File: src/rtl/nn_pkg.sv
// Shared sizes, frame word indices and FSM state codes
// for the 2-2-1 network parameter loader.
package nn_pkg;

    localparam int DATA_W    = 16;
    localparam int N_IN      = 2;
    localparam int N_HID     = 2;
    localparam int NUM_WORDS = N_IN + N_HID*(N_IN+1) + N_HID + 1;
    localparam int IDX_W     = $clog2(NUM_WORDS);

    localparam int IDX_X0   = 0;
    localparam int IDX_W1_0 = IDX_X0 + N_IN;
    localparam int IDX_W2_0 = IDX_W1_0 + N_IN + 1;
    localparam int IDX_V_0  = IDX_W2_0 + N_IN + 1;

    localparam logic [1:0] LOAD    = 2'd0;
    localparam logic [1:0] COMMIT  = 2'd1;
    localparam logic [1:0] SETTLE  = 2'd2;
    localparam logic [1:0] PRESENT = 2'd3;

    typedef logic [DATA_W-1:0] word_t;

endpackage

File: src/rtl/nn_param_loader_if.sv
// Valid/ready word stream used for both the parameter
// input and the sampled-result output.
interface nn_param_loader_if #(
    parameter int W = 16
);

    logic [W-1:0] data;
    logic         valid;
    logic         last;
    logic         ready;

    modport master (
        output data,
        output valid,
        output last,
        input  ready
    );

    modport slave (
        input  data,
        input  valid,
        input  last,
        output ready
    );

endinterface

File: src/rtl/nn_shadow_regs.sv
// Indexed write-enable register file holding one frame,
// read out flat with word 0 in the LSBs.
module nn_shadow_regs
    import nn_pkg::*;
(
    input  logic                        clk,
    input  logic                        rst,
    input  logic                        we_i,
    input  logic [IDX_W-1:0]            idx_i,
    input  word_t                       data_i,
    output logic [NUM_WORDS*DATA_W-1:0] flat_o
);

    word_t mem_q [NUM_WORDS];

    for (genvar i = 0; i < NUM_WORDS; i++) begin : g_word
        always_ff @(posedge clk or posedge rst) begin
            if (rst) begin
                mem_q[i] <= '0;
            end else if (we_i && idx_i == IDX_W'(i)) begin
                mem_q[i] <= data_i;
            end
        end

        assign flat_o[i*DATA_W +: DATA_W] = mem_q[i];
    end

endmodule

File: src/rtl/nn_param_loader.sv
// Loads a frame of network parameters, commits it atomically,
// waits for the network to settle and returns the sampled output.
module nn_param_loader
    import nn_pkg::*;
#(
    parameter int SETTLE_CYC = 2
) (
    input  logic                      clk,
    input  logic                      rst,
    nn_param_loader_if.slave          s,
    nn_param_loader_if.master         m,
    output logic [N_IN*DATA_W-1:0]    x_o,
    output logic [(N_IN+1)*DATA_W-1:0] w1_o,
    output logic [(N_IN+1)*DATA_W-1:0] w2_o,
    output logic [(N_HID+1)*DATA_W-1:0] v_o,
    input  logic [DATA_W-1:0]         y_i,
    output logic                      frame_err
);

    localparam int CNT_W = $clog2(SETTLE_CYC + 1);
    localparam logic [CNT_W-1:0] CNT_LAST = CNT_W'(SETTLE_CYC - 1);
    localparam logic [IDX_W-1:0] IDX_LAST = IDX_W'(NUM_WORDS - 1);

    logic [1:0]       state_q, state_d;
    logic [IDX_W-1:0] idx_q, idx_d;
    logic [CNT_W-1:0] cnt_q, cnt_d;
    logic [NUM_WORDS*DATA_W-1:0] act_q;
    logic [NUM_WORDS*DATA_W-1:0] shadow;
    word_t            mdata_q;
    logic             mvalid_q, mvalid_d;
    logic             ferr_q, ferr_d;
    logic             commit, sample, hs;

    assign s.ready = (state_q == LOAD) && !rst;
    assign hs      = s.valid && s.ready;

    nn_shadow_regs u_shadow (
        .clk    (clk),
        .rst    (rst),
        .we_i   (hs),
        .idx_i  (idx_q),
        .data_i (s.data),
        .flat_o (shadow)
    );

    always_comb begin
        state_d  = state_q;
        idx_d    = idx_q;
        cnt_d    = cnt_q;
        mvalid_d = mvalid_q;
        ferr_d   = 1'b0;
        commit   = 1'b0;
        sample   = 1'b0;
        case (state_q)
            LOAD: begin
                if (hs) begin
                    idx_d = idx_q + 1'b1;
                    // Frame ends on s_last or on the final slot, whichever comes first
                    if (s.last || idx_q == IDX_LAST) begin
                        idx_d = '0;
                        if (s.last && idx_q == IDX_LAST) begin
                            state_d = COMMIT;
                        end else begin
                            ferr_d = 1'b1;
                        end
                    end
                end
            end
            COMMIT: begin
                commit  = 1'b1;
                cnt_d   = '0;
                state_d = SETTLE;
            end
            SETTLE: begin
                cnt_d = cnt_q + 1'b1;
                if (cnt_q == CNT_LAST) begin
                    sample   = 1'b1;
                    mvalid_d = 1'b1;
                    state_d  = PRESENT;
                end
            end
            PRESENT: begin
                if (m.ready) begin
                    mvalid_d = 1'b0;
                    state_d  = LOAD;
                end
            end
            default: state_d = LOAD;
        endcase
    end

    always_ff @(posedge clk or posedge rst) begin
        if (rst) begin
            state_q  <= LOAD;
            idx_q    <= '0;
            cnt_q    <= '0;
            act_q    <= '0;
            mdata_q  <= '0;
            mvalid_q <= 1'b0;
            ferr_q   <= 1'b0;
        end else begin
            state_q  <= state_d;
            idx_q    <= idx_d;
            cnt_q    <= cnt_d;
            mvalid_q <= mvalid_d;
            ferr_q   <= ferr_d;
            if (commit) begin
                act_q <= shadow;
            end
            if (sample) begin
                mdata_q <= y_i;
            end
        end
    end

    assign x_o  = act_q[IDX_X0*DATA_W   +: N_IN*DATA_W];
    assign w1_o = act_q[IDX_W1_0*DATA_W +: (N_IN+1)*DATA_W];
    assign w2_o = act_q[IDX_W2_0*DATA_W +: (N_IN+1)*DATA_W];
    assign v_o  = act_q[IDX_V_0*DATA_W  +: (N_HID+1)*DATA_W];

    assign m.data    = mdata_q;
    assign m.valid   = mvalid_q;
    assign m.last    = 1'b0;
    assign frame_err = ferr_q;

endmodule

File: src/flat_wrapper.sv
// flat-port wrapper written by rule: the top's interface ports become plain ports
module nn_param_loader_flat import nn_pkg::*;
#(
    parameter int SETTLE_CYC = 2
)
  (clk, rst, x_o, w1_o, w2_o, v_o, y_i, frame_err, s_data, s_valid, s_last, s_ready, m_data, m_valid, m_last, m_ready);
  nn_param_loader_if #(.W(DATA_W)) s_i ();
  nn_param_loader_if #(.W(DATA_W)) m_i ();
  input  logic clk;
  input  logic rst;
  output logic [N_IN*DATA_W-1:0] x_o;
  output logic [(N_IN+1)*DATA_W-1:0] w1_o;
  output logic [(N_IN+1)*DATA_W-1:0] w2_o;
  output logic [(N_HID+1)*DATA_W-1:0] v_o;
  input  logic [DATA_W-1:0] y_i;
  output logic frame_err;
  input wire logic [$bits(s_i.data)-1:0] s_data;
  input wire logic [$bits(s_i.valid)-1:0] s_valid;
  input wire logic [$bits(s_i.last)-1:0] s_last;
  output wire logic [$bits(s_i.ready)-1:0] s_ready;
  output wire logic [$bits(m_i.data)-1:0] m_data;
  output wire logic [$bits(m_i.valid)-1:0] m_valid;
  output wire logic [$bits(m_i.last)-1:0] m_last;
  input wire logic [$bits(m_i.ready)-1:0] m_ready;
  assign s_i.data = s_data;
  assign s_i.valid = s_valid;
  assign s_i.last = s_last;
  assign s_ready = s_i.ready;
  assign m_data = m_i.data;
  assign m_valid = m_i.valid;
  assign m_last = m_i.last;
  assign m_i.ready = m_ready;
  nn_param_loader #(.SETTLE_CYC(SETTLE_CYC)) u_core (.clk(clk), .rst(rst), .s(s_i), .m(m_i), .x_o(x_o), .w1_o(w1_o), .w2_o(w2_o), .v_o(v_o), .y_i(y_i), .frame_err(frame_err));
endmodule
File: config.mk
export PLATFORM = sky130hd
export DESIGN_NAME = nn_param_loader_flat
export DESIGN_NICKNAME = d
export VERILOG_FILES = /design/src/rtl/nn_pkg.sv /design/src/rtl/nn_param_loader_if.sv /design/src/rtl/nn_shadow_regs.sv /design/src/rtl/nn_param_loader.sv /design/src/flat_wrapper.sv
export SDC_FILE = /design/constraint.sdc
export NUM_CORES = 1
export LEC_CHECK = 0
export ABC_AREA = 1
export CAP_MARGIN = 40
export CORE_UTILIZATION = 50
export DETAILED_ROUTE_END_ITERATION = 8
export PLACE_DENSITY = 0.84
export SLEW_MARGIN = 40
export SYNTH_ARGS = -nofsm -noshare
export SYNTH_HDL_FRONTEND = slang
export SYNTH_HIERARCHICAL = 1
export SYNTH_SLANG_ARGS = --single-unit
File: constraint.sdc
create_clock -name clk -period 8.3 [get_ports clk]
set_input_delay 1.245 -clock clk [delete_from_list [all_inputs] [get_ports clk]]
set_output_delay 1.245 -clock clk [all_outputs]
set_load 0.03 [all_outputs]
Word-level counts from Yosys, hierarchy flattened
Index checks and enable logic that the tools add are counted.
Cells by class
  bitwise operators: 0
  mux-type cells: 18
  add/subtract/negate cells: 2
  multipliers: 0
  equality and inequality tests: 19
  shift operators: 0
  $lt $le $gt $ge: 0
  reduce and logical (&&, ||, !) cells: 23
  divide/modulo/power cells: 0
Operators with widths (number)
  4-bit by 3-bit == test with 1-bit output (second input constant): 4
  1-bit logical AND: 14
  4-bit == test (second input constant): 3
  2-bit two-way mux: 5
  1-bit two-way mux: 9
  4-bit by 2-bit == test with 1-bit output (second input constant): 2
  2-bit != test (second input constant): 4
  2-bit one-hot mux with 4 select lines: 1
  5-bit AND reduction: 1
  4-bit by 1-bit adder with 4-bit output (second input constant): 1
  2-bit by 1-bit == test with 1-bit output (second input constant): 2
  2-bit == test (second input constant): 2
  4-bit by 1-bit == test with 1-bit output (second input constant): 1
  4-bit logical NOT: 1
  4-bit two-way mux: 1
  2-bit one-hot mux with 2 select lines: 1
  2-bit nonzero test: 2
  3-bit AND reduction: 1
  2-bit by 1-bit adder with 2-bit output (second input constant): 1
  2-bit logical NOT: 1
  2-bit by 1-bit != test with 1-bit output (second input constant): 1
  1-bit one-hot mux with 2 select lines: 1
  2-bit AND reduction: 1
  1-bit logical NOT: 1
  1-bit logical OR: 1
Storage, ports and cells
  flip-flop bits (word level): 378
  output and inout bits: 196
  bits in latches: 0
  input bits: 37
  word-level logic and storage cells: 80
  memories: 0
  RAM bits: 0
  ROM bits: 0

Logic depth before layout (Yosys ltp)
  depth in word-level cells: 6
  mapped depth: 12
  depth with buffers taken out: 12

Cells and area by module
Netlist, hierarchy kept.
Modules (own cells, without submodules)
  nn_param_loader: cells an instance 486, times used 1, sequential area each 5054.8 um2, area an instance 8242.9 um2
  nn_shadow_regs: cells an instance 862, times used 1, sequential area each 4404.2 um2, area an instance 7514.7 um2

Worst setup path before layout
No wires, ideal clock.
  kind: in2reg
  start: input port rst
  end: register u_core.u_shadow.mem_q (netlist bit u_core/u_shadow/flat_o[144])
  stages on the path: 9
  arrival: 7.517 ns
  setup time: 0.065 ns
  slack: 0.718 ns
  required time: 8.235 ns
  path buffers: 2
  cell sequence: inv_1 nand3_1 inv_1 buf_4 nand3_2 nor2_2 buf_2 nand2_1 nand2_1
Between the ends
  word-level cells in the longest chain between the ends: 4
RTL lines
  from (decl): RTL line flat_wrapper.sv:10  | input logic rst;
  1-bit logical NOT: RTL line nn_param_loader.sv:34  | assign s.ready = (state_q == LOAD) && !rst;
  1-bit logical AND: RTL line nn_param_loader.sv:34
  1-bit logical AND: RTL line nn_param_loader.sv:35  | assign hs = s.valid && s.ready;
  net u_core.hs: RTL line nn_param_loader.sv:32  | logic commit, sample, hs;
  1-bit logical AND: RTL line nn_shadow_regs.sv:20  | end else if (we_i && idx_i == IDX_W'(i)) begin
  to (signal, indexed assignment): RTL line nn_shadow_regs.sv:21  | mem_q[i] <= data_i;
  to (decl): RTL line nn_shadow_regs.sv:14  | word_t mem_q [NUM_WORDS];
The timed path passes the listed nets, and every way through them passes these cells.
A chain may end at the register's enable or synchronous reset.

Worst setup path after layout
  start: input port rst
  end: register u_core.u_shadow.mem_q (netlist bit u_core/u_shadow/flat_o[150])
The elaborated chain is that of the path after synthesis.

==> metrics <==
total CTS buffers=39; # IOs=233; Global Route Usage Sum=24.9%; DP Worst Slack=2.77 ns; Synth warnings=6; area grow syn2layout=23.2%; Max Fclk=212 MHz; final worst slack=3.58 ns; Placed Area=18,200 µm²; htree depth=2; Tot Pwr=7.98 mW; antenna viol nets, final=0; nets=1,596; CP cell instances=clkdlybuf4s50_1 -> inv_8 -> nand3_1 -> inv_2 -> buf_4 -> nand3_2 -> buf_16 -> nor2_2 -> nand2_1 -> nand2_1; DRC viols=13; multiplexer area fraction after synthesis=16.3%; first-pass GRT wire length=62.2 mm; most used cell along the critical path=nand2_1; drt total wl=39.7 mm; Hold-fix buffers, CTS=0; CP required=8.76 ns; Synth area leaders=dfrtp_1 60%, mux2_4 10%, nand2_1 9.9%; commonest non-fill, non-tap cell in the layout=nand2_1; Cell variety after synth=31; DR vias=10,600; leakage=9.32 nW; post_cts resized=0; RSZ-0062 raised after global routing=no; fin util=63.0%; Compound-Gate Fraction of Synth Area=3.44%; dpl cells=1,902; DIE WIDTH=180 µm; Async S/R FF share, synth=100%; Vias per Instance=5.37; gpl congestion=0.761; clk_lat worst skew=0.52 ns; clock share of power=20.7%; antenna cell count=0; WL per Instance=20.1 µm; Remaining Overflow, GRT=0; total core area=30,800 µm²; Post-CTS Setup Inserts=0; worst hold slack=0.471 ns; Slew Limit Fails=0; syn nets=1,395; Worst setup SP type=input port; DPL Wire Length=24.2 mm; Final TNS setup=0 ns; HP Class=flop to flop; starting density of the core=51.1%; Switch Pwr=2.97 mW; root buf cell=clkbuf_16; run status=complete, but fails checks; Worst setup EP type=flop; CTS tree=done; Mapped Area=15,800 µm²; Sequential Power Share=38.0%; relative max-transition margin=40.3%; DRT iter0 DRCs=953; vias in the first global route=10,700; Critical Path AT=5.18 ns; final setup fails=0; post-synthesis register bit count=378; clock slew at reported path FFs=0.06 ns; largest area contributor in the netlist=dfrtp_1; Max stage delay on crit path=0.63 ns; fin crit period=4.72 ns; die height=180 µm; VDD IR max=0.000226 V; area share of fa/ha/maj cells after synthesis=0.794%; max cap viols=0; Post-Synth XOR/XNOR Area=0.0556%; PortBufs=231; Post-synth EDFFs=0; fin cells=1,973; Power Internal=5.01 mW; pin count of the biggest net entering global routing=98; Crit Path Class=input port to flop; Yosys top cell area share=60.0%; num rows=64; Mapped Avg Cell Area=11.7 µm²; clk sinks=378; synthesized instance count=1,348; Worst-Margin Slew=0.892 ns; final hold vios=0; switching fraction of total power=37.2%; failing checks=DRC; most frequent cells in the layout=416 x nand2_1, 378 x dfrtp_1, 217 x clkdlybuf4s50_1; ys flop type=dfrtp_1; antenna violations before repair=0; PwrDens=411 nW/µm²; crit path max fanout=93; die area=32,200 µm²; combinational share of power=41.3%; Worst Skew=0.0112 ns; share of cells above drive strength 1=18.8%; register area share after synthesis=60.0%; area share of and/or/nand/nor cells after synthesis=14.1%; Max clock buf depth=3; largest family of logic cells by synthesized area=multiplexers; CP max stage cell=clkdlybuf4s50_1; Final Cell Area=19,400 µm²; Final period util=56.9%; TritonRoute pass-1 iters=7
## registers in the layout, summed over array words and instances (netlist names)
signal                  flops
u_core/idx_q                4
u_core/m.valid              1
u_core/m.data              16
u_core/u_shadow/flat_o    176
u_core/cnt_q                2
u_core/act_q              176
u_core/state_q              2
u_core/frame_err            1
## path summary, 6_finish.rpt
check	start	to	slack [ns]	cells past startpoint
max	rst	u_core/u_shadow/flat_o[150]$_DFFE_PP0P_	3.58	10
min	u_core/u_shadow/flat_o[14]$_DFFE_PP0P_	u_core/u_shadow/flat_o[14]$_DFFE_PP0P_	0.47	2
max reg2reg	u_core/state_q[0]$_DFFE_PP0P_	u_core/u_shadow/flat_o[150]$_DFFE_PP0P_	4.78	10
min in group asynchronous	rst	u_core/u_shadow/flat_o[11]$_DFFE_PP0P_	1.44	2
max in group asynchronous	rst	u_core/act_q[58]$_DFFE_PP0N_	5.65	3
min reg2reg	u_core/u_shadow/flat_o[14]$_DFFE_PP0P_	u_core/u_shadow/flat_o[14]$_DFFE_PP0P_	0.47	2
## per-layer routing
metal | wire length, µm | part of all wire (%) | GRT usage, %
met1 | 16600 | 42 | 33.4
met2 | 19200 | 48 | 40.6
met3 | 2960 | 7.5 | 5.51
met4 | 931 | 2.3 | 7.48
met5 | 0 | 0 | 0
## cells by family after synthesis
kind of cell	after synthesis
xor gates and xnor gates	1
DFF	378
muxes	192
AOI/OAI and AO/OA	75
other	1
buffers and inverters	172
and+or+nand+nor	519
adders and majority gates	10
## critical path: cells and delay by family
family,cells,cell delay (ns)
AND/OR/NAND/NOR,5,1.61
buffers and inverters,5,2.25
## synthesized netlist by cell type, drive strengths merged, types with 4 or more instances
cell    count
o21bai     64
nand4      67
ha         10
clkbuf     33
nand3      13
o21ai       4
nor2       21
buf        51
mux2      192
nand2     417
a21oi       4
dfrtp     378
inv        87
## final cells by class
class,instances,area (µm²)
clock buffers,61,1150
clock inverters,8,53.8
fillers,2261,11400
inverters,88,345
multi-input cells,798,5500
flip-flops and latches,378,9460
well taps,396,495
repair buffers,244,2420
## power groups by stage
stage	Combinational (mW)	Sequential, mW	Clock [mW]
after CTS	3.30	3.04	1.69
after floorplan	1.54	3.63	0
after detailed placement	3.28	3.05	0
after global placement	3.18	3.02	0
after global routing	3.49	3.11	1.77
final	3.30	3.03	1.65
No activity file was read; power rests on OpenSTA's default activity.
